[config.mk]
export PLATFORM = sky130hd
export DESIGN_NAME = rv_fetch_aligner_flat
export DESIGN_NICKNAME = d
export VERILOG_FILES = /design/src/rtl/rv_fetch_aligner_if.sv /design/src/rtl/rv_fetch_aligner.sv /design/src/flat_wrapper.sv
export SDC_FILE = /design/constraint.sdc
export NUM_CORES = 1
export LEC_CHECK = 0
export CELL_PAD_IN_SITES_DETAIL_PLACEMENT = 1
export CELL_PAD_IN_SITES_GLOBAL_PLACEMENT = 1
export CORE_MARGIN = 4
export CORE_UTILIZATION = 43
export DETAILED_ROUTE_END_ITERATION = 6
export DONT_BUFFER_PORTS = 1
export PLACE_DENSITY_LB_ADDON = 0.1
export SLEW_MARGIN = 20
export SYNTH_ARGS = -nofsm -noshare
export SYNTH_HDL_FRONTEND = slang
export SYNTH_SLANG_ARGS = --single-unit
[constraint.sdc]
create_clock -name clock -period 3.2 [get_ports clock]
set_input_delay 0.8 -clock clock [delete_from_list [all_inputs] [get_ports clock]]
set_output_delay 0.8 -clock clock [all_outputs]
set_load 0.01 [all_outputs]
[src/rtl/rv_fetch_aligner_if.sv]
// Handshake bundle between the fetch aligner, instruction memory, execute-stage
// redirect and the decoder.
interface rv_fetch_aligner_if;
  logic        mem_req_valid;
  logic        mem_req_ready;
  logic [63:0] mem_req_addr;
  logic        mem_resp_valid;
  logic [31:0] mem_resp_data;
  logic        redirect_valid;
  logic [63:0] redirect_pc;
  logic        out_valid;
  logic        out_ready;
  logic [31:0] out_insn;
  logic [63:0] out_pc;
  logic        out_is_compressed;

  modport master (
    output mem_req_valid, mem_req_addr,
    input  mem_req_ready, mem_resp_valid, mem_resp_data,
    input  redirect_valid, redirect_pc,
    output out_valid, out_insn, out_pc, out_is_compressed,
    input  out_ready
  );

  modport slave (
    input  mem_req_valid, mem_req_addr,
    output mem_req_ready, mem_resp_valid, mem_resp_data,
    output redirect_valid, redirect_pc,
    input  out_valid, out_insn, out_pc, out_is_compressed,
    output out_ready
  );
endinterface

[src/rtl/rv_fetch_aligner.sv]
// Fetch aligner: word-aligned fetches into a 3-halfword buffer, emits one
// 16/32-bit instruction per handshake with its PC; handles redirects and stale fetches.
module rv_fetch_aligner #(
  parameter logic [63:0] reset_pc = 64'h0
) (
  input  logic             clock,
  input  logic             reset,
  rv_fetch_aligner_if.master bus
);
  typedef enum logic [1:0] {IDLE, WAIT, DISCARD} state_t;

  state_t            state_q;
  logic [2:0][15:0]  buf_q, buf_n, surv;
  logic [1:0]        count_q, count_n, surv_cnt, push_cnt;
  logic [63:0]       out_pc_q, fetch_addr_q;
  logic              drop_half_q, live_q;
  logic              is_comp, req_fire, out_fire, resp_take;
  logic [15:0]       h0, h1;

  assign is_comp               = buf_q[0][1:0] != 2'b11;
  assign bus.out_valid         = is_comp ? (count_q >= 2'd1) : (count_q >= 2'd2);
  assign bus.out_insn          = is_comp ? {16'h0, buf_q[0]} : {buf_q[1], buf_q[0]};
  assign bus.out_pc            = out_pc_q;
  assign bus.out_is_compressed = is_comp;
  // live_q keeps the request low for the first cycle after reset releases
  assign bus.mem_req_valid     = live_q && (state_q == IDLE) && (count_q <= 2'd1);
  assign bus.mem_req_addr      = fetch_addr_q;

  assign req_fire  = bus.mem_req_valid && bus.mem_req_ready;
  assign out_fire  = bus.out_valid && bus.out_ready;
  assign resp_take = (state_q == WAIT) && bus.mem_resp_valid;
  assign h0        = drop_half_q ? bus.mem_resp_data[31:16] : bus.mem_resp_data[15:0];
  assign h1        = bus.mem_resp_data[31:16];

  always_comb begin
    surv     = buf_q;
    surv_cnt = count_q;
    if (out_fire) begin
      if (is_comp) begin
        surv[0]  = buf_q[1];
        surv[1]  = buf_q[2];
        surv_cnt = count_q - 2'd1;
      end else begin
        surv[0]  = buf_q[2];
        surv_cnt = count_q - 2'd2;
      end
    end
    push_cnt = !resp_take ? 2'd0 : (drop_half_q ? 2'd1 : 2'd2);
    // pushed halfwords land after the survivors; slots past count are don't-care
    buf_n = surv;
    if (resp_take) begin
      case (surv_cnt)
        2'd0: begin buf_n[0] = h0; buf_n[1] = h1; end
        2'd1: begin buf_n[1] = h0; buf_n[2] = h1; end
        2'd2: buf_n[2] = h0;
        default: ;
      endcase
    end
    count_n = surv_cnt + push_cnt;
  end

  always_ff @(posedge clock) begin
    if (reset) begin
      state_q      <= IDLE;
      count_q      <= 2'd0;
      buf_q        <= '0;
      out_pc_q     <= reset_pc & ~64'h1;
      fetch_addr_q <= reset_pc & ~64'h3;
      drop_half_q  <= reset_pc[1];
      live_q       <= 1'b0;
    end else begin
      live_q <= 1'b1;
      if (bus.redirect_valid) begin
        count_q      <= 2'd0;
        out_pc_q     <= bus.redirect_pc & ~64'h1;
        fetch_addr_q <= bus.redirect_pc & ~64'h3;
        drop_half_q  <= bus.redirect_pc[1];
        // any fetch still owed to us is stale and must be swallowed
        case (state_q)
          IDLE:    state_q <= req_fire ? DISCARD : IDLE;
          default: state_q <= bus.mem_resp_valid ? IDLE : DISCARD;
        endcase
      end else begin
        count_q <= count_n;
        buf_q   <= buf_n;
        if (out_fire) out_pc_q <= out_pc_q + (is_comp ? 64'd2 : 64'd4);
        case (state_q)
          IDLE: if (req_fire) begin
            fetch_addr_q <= fetch_addr_q + 64'd4;
            state_q      <= WAIT;
          end
          WAIT: if (bus.mem_resp_valid) begin
            state_q     <= IDLE;
            drop_half_q <= 1'b0;
          end
          DISCARD: if (bus.mem_resp_valid) state_q <= IDLE;
          default: state_q <= IDLE;
        endcase
      end
    end
  end
endmodule

[src/flat_wrapper.sv]
// flat-port wrapper written by rule: the top's interface ports become plain ports
module rv_fetch_aligner_flat 
#(
  parameter logic [63:0] reset_pc = 64'h0
)
  (clock, reset, bus_mem_req_valid, bus_mem_req_addr, bus_mem_req_ready, bus_mem_resp_valid, bus_mem_resp_data, bus_redirect_valid, bus_redirect_pc, bus_out_valid, bus_out_insn, bus_out_pc, bus_out_is_compressed, bus_out_ready);
  rv_fetch_aligner_if bus_i ();
  input  logic clock;
  input  logic reset;
  output wire logic [$bits(bus_i.mem_req_valid)-1:0] bus_mem_req_valid;
  output wire logic [$bits(bus_i.mem_req_addr)-1:0] bus_mem_req_addr;
  input wire logic [$bits(bus_i.mem_req_ready)-1:0] bus_mem_req_ready;
  input wire logic [$bits(bus_i.mem_resp_valid)-1:0] bus_mem_resp_valid;
  input wire logic [$bits(bus_i.mem_resp_data)-1:0] bus_mem_resp_data;
  input wire logic [$bits(bus_i.redirect_valid)-1:0] bus_redirect_valid;
  input wire logic [$bits(bus_i.redirect_pc)-1:0] bus_redirect_pc;
  output wire logic [$bits(bus_i.out_valid)-1:0] bus_out_valid;
  output wire logic [$bits(bus_i.out_insn)-1:0] bus_out_insn;
  output wire logic [$bits(bus_i.out_pc)-1:0] bus_out_pc;
  output wire logic [$bits(bus_i.out_is_compressed)-1:0] bus_out_is_compressed;
  input wire logic [$bits(bus_i.out_ready)-1:0] bus_out_ready;
  assign bus_mem_req_valid = bus_i.mem_req_valid;
  assign bus_mem_req_addr = bus_i.mem_req_addr;
  assign bus_i.mem_req_ready = bus_mem_req_ready;
  assign bus_i.mem_resp_valid = bus_mem_resp_valid;
  assign bus_i.mem_resp_data = bus_mem_resp_data;
  assign bus_i.redirect_valid = bus_redirect_valid;
  assign bus_i.redirect_pc = bus_redirect_pc;
  assign bus_out_valid = bus_i.out_valid;
  assign bus_out_insn = bus_i.out_insn;
  assign bus_out_pc = bus_i.out_pc;
  assign bus_out_is_compressed = bus_i.out_is_compressed;
  assign bus_i.out_ready = bus_out_ready;
  rv_fetch_aligner #(.reset_pc(reset_pc)) u_core (.clock(clock), .reset(reset), .bus(bus_i));
endmodule
Word-level counts from Yosys, hierarchy flattened. Cells that the tools add are included.

Register bits after elaboration: 182.

$add $sub $neg: 5. Magnitude comparators: 3. Equal/unequal tests: 7. Mux-type cells: 31. Bitwise logic cells: 1. Reductions and logical operators: 20.

Operators with widths (number): 2-to-1 mux 64 bit (5); 2-to-1 mux 32 bit (3); adder 64 x 3 -> 64 bit, second input constant (1); adder 64 bit (1); 2-to-1 mux 16 bit (4); one-hot mux 16 bit (2 select lines) (2); 2-to-1 mux 2 bit (10); nonzero test 2 bit (6); AND reduction 2 bit (4); logical AND 1 bit (5); 2-to-1 mux 1 bit (5); == test 2 x 1 -> 1 bit, second input constant (2); == test 2 bit, second input constant (2); zero test 2 bit (2); one-hot mux 2 bit (2 select lines) (1); OR reduction 2 bit (2); 2-to-1 mux 3 bit (1); != test 3 x 1 -> 1 bit, second input constant (1); != test 3 x 2 -> 1 bit, second input constant (1); AND reduction 3 bit (1); adder 2 bit (1); >= comparator 2 x 1 -> 1 bit, second input constant (1); >= comparator 2 bit, second input constant (1); <= comparator 2 x 1 -> 1 bit, second input constant (1); 4 further kinds (4).

Logic depth before layout (Yosys ltp). Gate-level depths: netlist of the first run.

Depth in word-level cells: 7. Mapped depth: 14.

Least setup slack after synthesis of the first run. Ideal clock, no wire load.

Kind: flip-flop to flip-flop. From: register u_core.buf_q[1] (netlist name). To: register u_core.out_pc_q[47] (netlist: u_core.bus.out_pc[47]). Setup time: 120 ps. Arrival time: 3050 ps. Data required time: 3080 ps. Path slack: 30 ps. Stages on the path, launching flop included: 14. Clock period less this slack: 3170 ps. Path through: dfxtp_1 clkbuf_1 and2_1 buf_2 inv_2 clkbuf_1 buf_1 xnor2_1 ha_1 a31oi_1 nor3_2 nand4_1 o31a_1 o31a_1.

Cells in the longest elaborated chain, start to end: 5. Elaborated cells on any way between the ends: 8. Classes of those cells: add/sub: 1; eq/ne: 1; mux: 4; reduce/logical: 2.

Ends and longest elaborated chain: start: declaration (RTL line rv_fetch_aligner.sv:13) `logic [2:0][15:0] buf_q, buf_n, surv;`; start signal: assignment (RTL line rv_fetch_aligner.sv:85) `buf_q <= buf_n;`; != test 2 bit * (RTL line rv_fetch_aligner.sv:20) `assign is_comp = buf_q[0][1:0] != 2'b11;`; net bus_out_is_compressed (RTL line flat_wrapper.sv:20) `output wire logic [$bits(bus_i.out_is_compressed)-1:0] bus_out_is_compressed;`; 2-to-1 mux 3 bit (RTL line rv_fetch_aligner.sv:86) `if (out_fire) out_pc_q <= out_pc_q + (is_comp ? 64'd2 : 64'd4);`; adder 64 bit (RTL line rv_fetch_aligner.sv:86); 2-to-1 mux 64 bit (RTL line rv_fetch_aligner.sv:86); 2-to-1 mux 64 bit (RTL line rv_fetch_aligner.sv:73) `if (bus.redirect_valid) begin`; end signal: assignment (RTL line rv_fetch_aligner.sv:67) `out_pc_q <= reset_pc & ~64'h1;`; end signal: assignment (RTL line rv_fetch_aligner.sv:75) `out_pc_q <= bus.redirect_pc & ~64'h1;`; end signal: assignment (RTL line rv_fetch_aligner.sv:86); end: declaration (RTL line rv_fetch_aligner.sv:15) `logic [63:0] out_pc_q, fetch_addr_q;`.

Mark *: on every way through the listed nets, which the timed path passes. The rest lies on a longest branch. The select of a mux whose other input is x is not followed. A chain may end at the register's enable or synchronous reset.

Final worst setup path of the first run.
From: register u_core.count_q[0]. To: output port bus_out_valid.

Cells in the longest elaborated chain, start to end: 2. Elaborated cells on any way between the ends: 3. Classes of those cells: order compare: 2; mux: 1.

Ends and longest elaborated chain: start: declaration (RTL line rv_fetch_aligner.sv:14) `logic [1:0] count_q, count_n, surv_cnt, push_cnt;`; start signal: assignment (RTL line rv_fetch_aligner.sv:84) `count_q <= count_n;`; >= comparator 2 bit / >= comparator 2 x 1 -> 1 bit (equally long branches) (RTL line rv_fetch_aligner.sv:21) `assign bus.out_valid = is_comp ? (count_q >= 2'd1) : (count_q >= 2'd2);`; 2-to-1 mux 1 bit * (RTL line rv_fetch_aligner.sv:21); end: declaration (RTL line flat_wrapper.sv:17) `output wire logic [$bits(bus_i.out_valid)-1:0] bus_out_valid;`.

Every way passes the cells marked *; elsewhere a longest branch is shown, timed or not.

==> impl_metrics.csv, run 1 <==
group,metric,value,unit
synthesis,synth_edf_count,0,
synthesis,synth_top_family_by_area,"simple AND/OR/NAND/NOR gates",
grt,grt_max_degree,113,
clock_network,postCtsSetupBuffers,0,
floorplan,initial_core_util,44.2,%
timing,worst_slew_pin_slew,0.927,ns
clock_network,numCtsBuffers,17,
floorplan,rows,58,
power_and_ir_drop,combinationalPowerShare,11.1,%
clock_network,htree_levels,4,
worst_setup_path,crit_required,2.40,ns
timing,finalHoldViolations,0,
grt,antenna_found_initial,0,
synthesis,avgSynthCellArea,7.96,um2
layout,drive_gt1_share,8.44,%
layout,nNetsFinal,1461,
flow_run,drv_cap,0,
grt,track_usage,28.2,%
layout,final_util,47.3,%
floorplan,fp.dieH,170,um
floorplan,die_area,0.0289,mm2
synthesis,synth_cell_types,67,
drt,drc,0,
place,portBuffers,0,
drt,vias_per_cell,6.57,
layout,syn_to_final_growth,7.04,%
power_and_ir_drop,p_leak,3.95,nW
clock_network,cts_tree,"built",
floorplan,die_w,170,um
synthesis,synth_compound_area_share,23.8,%
drt,drt-pass1-iter-count,5,
power_and_ir_drop,clkPwrFrac,38.9,%
synthesis,synthMuxAreaShare,4.71,%
worst_setup_path,startpoint_type,"register",
clock_network,clk_latency,0.44,ns
timing,slew-limit-headroom,38.1,%
power_and_ir_drop,vdd_ir_drop_max,0.264,mV
layout,diodes,0,
drt,totalWireLength,41.9,mm
timing,min_period,2.80,ns
drt,routedWlPerCell,24.8,um
clock_network,root_buffer,"clkbuf_16",
grt,grt_pass1_vias,11159,
timing,timing.final.crit_share,87.6,%
synthesis,synth_ff_type,"dfxtp_1",
timing,tns,0,ns
power_and_ir_drop,p_int,3.65,mW
clock_network,clk_pin_slew_worst_paths,0.08,ns
timing,setup_viol_count_final,0,
clock_network,clockBufferDepth,2,
hold_path,hold_class,"primary input to register",
timing,rsz0062_at_grt,"false",
drt,drt_iter0_markers,838,
floorplan,ios,265,
synthesis,yosysSeqAreaShare,31.8,%
worst_setup_path,cp-end-kind,"primary output",
power_and_ir_drop,switching_power,1.64,mW
synthesis,synthSimpleGateAreaFrac,28.2,%
power_and_ir_drop,seqPwrFrac,50.0,%
timing,fin_skew,0.0202,ns
synthesis,synth-seq-cells,179,
worst_setup_path,worstSetupPathType,"register to primary output",
floorplan,core,0.0255,mm2
clock_network,cts_resized,0,
synthesis,synthAdderAreaFrac,1.11,%
drt,vias,11112,
synthesis,postSynth.asyncResetShare,0,%
synthesis,synth-xor-area-share,4.28,%
power_and_ir_drop,p_sw_share,31.0,%
timing,timing.final.max_slew_violations,0,
power_and_ir_drop,powerDensity,438,mW/mm2
grt,grt_pass1_wl,64.9,mm
worst_setup_path,critPathArrivalTime,2.00,ns
run_status,status,"complete, no violations",
grt,overflow,0,
clock_network,cts.sinks,179,
synthesis,ys_warn_count,0,
clock_network,holdBufCountCts,0,
synthesis,syn_area,0.0113,mm2
place,dp_hpwl,29.7,mm
synthesis,syn_inst,1416,
place,place.gp.congestion,0.856,
timing,fmaxAchievable,0.357,GHz
worst_setup_path,critPathMaxFanout,4,
drt,antenna_left,0,
-- layer usage --
layer | wire (um) | GRT usage (%)
met2 | 20000 | 47.0
met3 | 3120 | 7.22
met1 | 18000 | 36.2
met5 | 0 | 0
met4 | 860 | 7.95
-- cell usage after synthesis (19+ instances only) --
cell	count	area [um2]
buf_4	19	143
nand2_1	107	402
mux2i_1	35	350
a21boi_0	50	375
a21oi_1	39	195
xnor2_1	33	289
o21ai_0	42	210
xor2_1	22	193
o21a_1	52	390
dfxtp_1	179	3580
nand3_1	96	480
and4_1	20	175
nor4_1	42	263
a31oi_1	31	194
a311oi_1	27	236
clkbuf_1	96	360
and3_1	43	269
inv_1	27	101
nor2_1	102	383
and2_1	21	131
nor3_1	38	190
nand4_1	59	369
a211o_1	20	175
-- power by group through the flow --
stage | Clock [mW] | Sequential [mW] | Combinational, mW
CTS | 2.09 | 2.64 | 0.587
floorplan | 0 | 2.60 | 0.496
detailed placement | 0 | 2.70 | 0.582
global route | 2.18 | 2.67 | 0.653
finish | 2.05 | 2.64 | 0.586
global placement | 0 | 2.69 | 0.563
-- path summary, 6_finish.rpt --
kind | cells past startpoint | startpoint | end | slack (ns)
setup / recovery | 4 | u_core.count_q[0]$_SDFF_PP0_ | bus_out_valid | 0.40
hold / removal | 1 | reset | u_core.buf_q[10]$_SDFFE_PP0N_ | 0.43
setup reg to reg | 5 | u_core.bus.mem_req_addr[13]$_SDFFE_PP0P_ | u_core.bus.mem_req_addr[55]$_SDFFE_PP0P_ | 0.44
hold reg to reg | 2 | u_core.buf_q[37]$_SDFFE_PP0P_ | u_core.buf_q[37]$_SDFFE_PP0P_ | 0.53
-- area by class of cell --
type | instances | area [um2]
clock inverters | 14 | 124
multi-input cells | 1079 | 7020
well taps | 330 | 413
fillers | 3054 | 13400
inverters | 28 | 110
repair buffers | 44 | 380
clock buffers | 18 | 429
flip-flops and latches | 179 | 3580
-- critical path, cell delays in order (launching register included) --
cell and delay [ns]:
dfxtp_1 0.39, inv_1 0.11, ha_1 0.24, nor4bb_1 0.61, nor2_1 0.24
-- metrics by stage --
stage               hold WS [ns]  power, mW  std cells  area [um2]  worst slack [ns]
floorplan                  0.467       3.09       1418       11300            0.0299
global placement           0.496       3.25       1660       11500             0.531
detailed placement         0.512       3.28       1660       11500             0.474
CTS                        0.408       5.32       1692       12100             0.379
global route               0.406       5.50       1692       12100             0.163
finish                     0.426       5.28       1692       12100             0.396
-- logic make-up after synthesis --
family / Yosys count
AO/OA/AOI/OAI: 367
XOR/XNOR: 55
AND/OR/NAND/NOR: 593
other: 1
multiplexers: 51
flip-flops: 179
adder cells (fa/ha/maj): 10
buffers and inverters: 160
-- sequential cells by signal, summed over array words and instances, names as in the netlist --
register                 count
u_core.bus.mem_req_addr     62
u_core.live_q                1
u_core.count_q               2
u_core.drop_half_q           1
u_core.buf_q                48
u_core.bus.out_pc           63
u_core.state_q               2
-- cells in the final DEF (no fill, tap or decap), types with 31 or more instances in the layout --
| cell type | synthesis | routed |
|---|---|---|
| a21oi_1 | 39 | 39 |
| dfxtp_1 | 179 | 179 |
| nor2_1 | 102 | 102 |
| buf_4 | 19 | 40 |
| o21a_1 | 52 | 52 |
| nand4_1 | 59 | 59 |
| a21boi_0 | 50 | 50 |
| nand2_1 | 107 | 107 |
| xnor2_1 | 33 | 33 |
| and3_1 | 43 | 43 |
| nand3_1 | 96 | 96 |
| o21ai_0 | 42 | 42 |
| nor4_1 | 42 | 42 |
| nor3_1 | 38 | 37 |
| mux2i_1 | 35 | 35 |
| a31oi_1 | 31 | 31 |
Note: power is estimated with default switching activity, not from simulation.
==> run 2, diff against run 1 <==
- CTS_CLUSTER_DIAMETER: unset -> 30
==> results of run 2 <==
No change in the layout: final DEF, timing and power equal those of run 1.
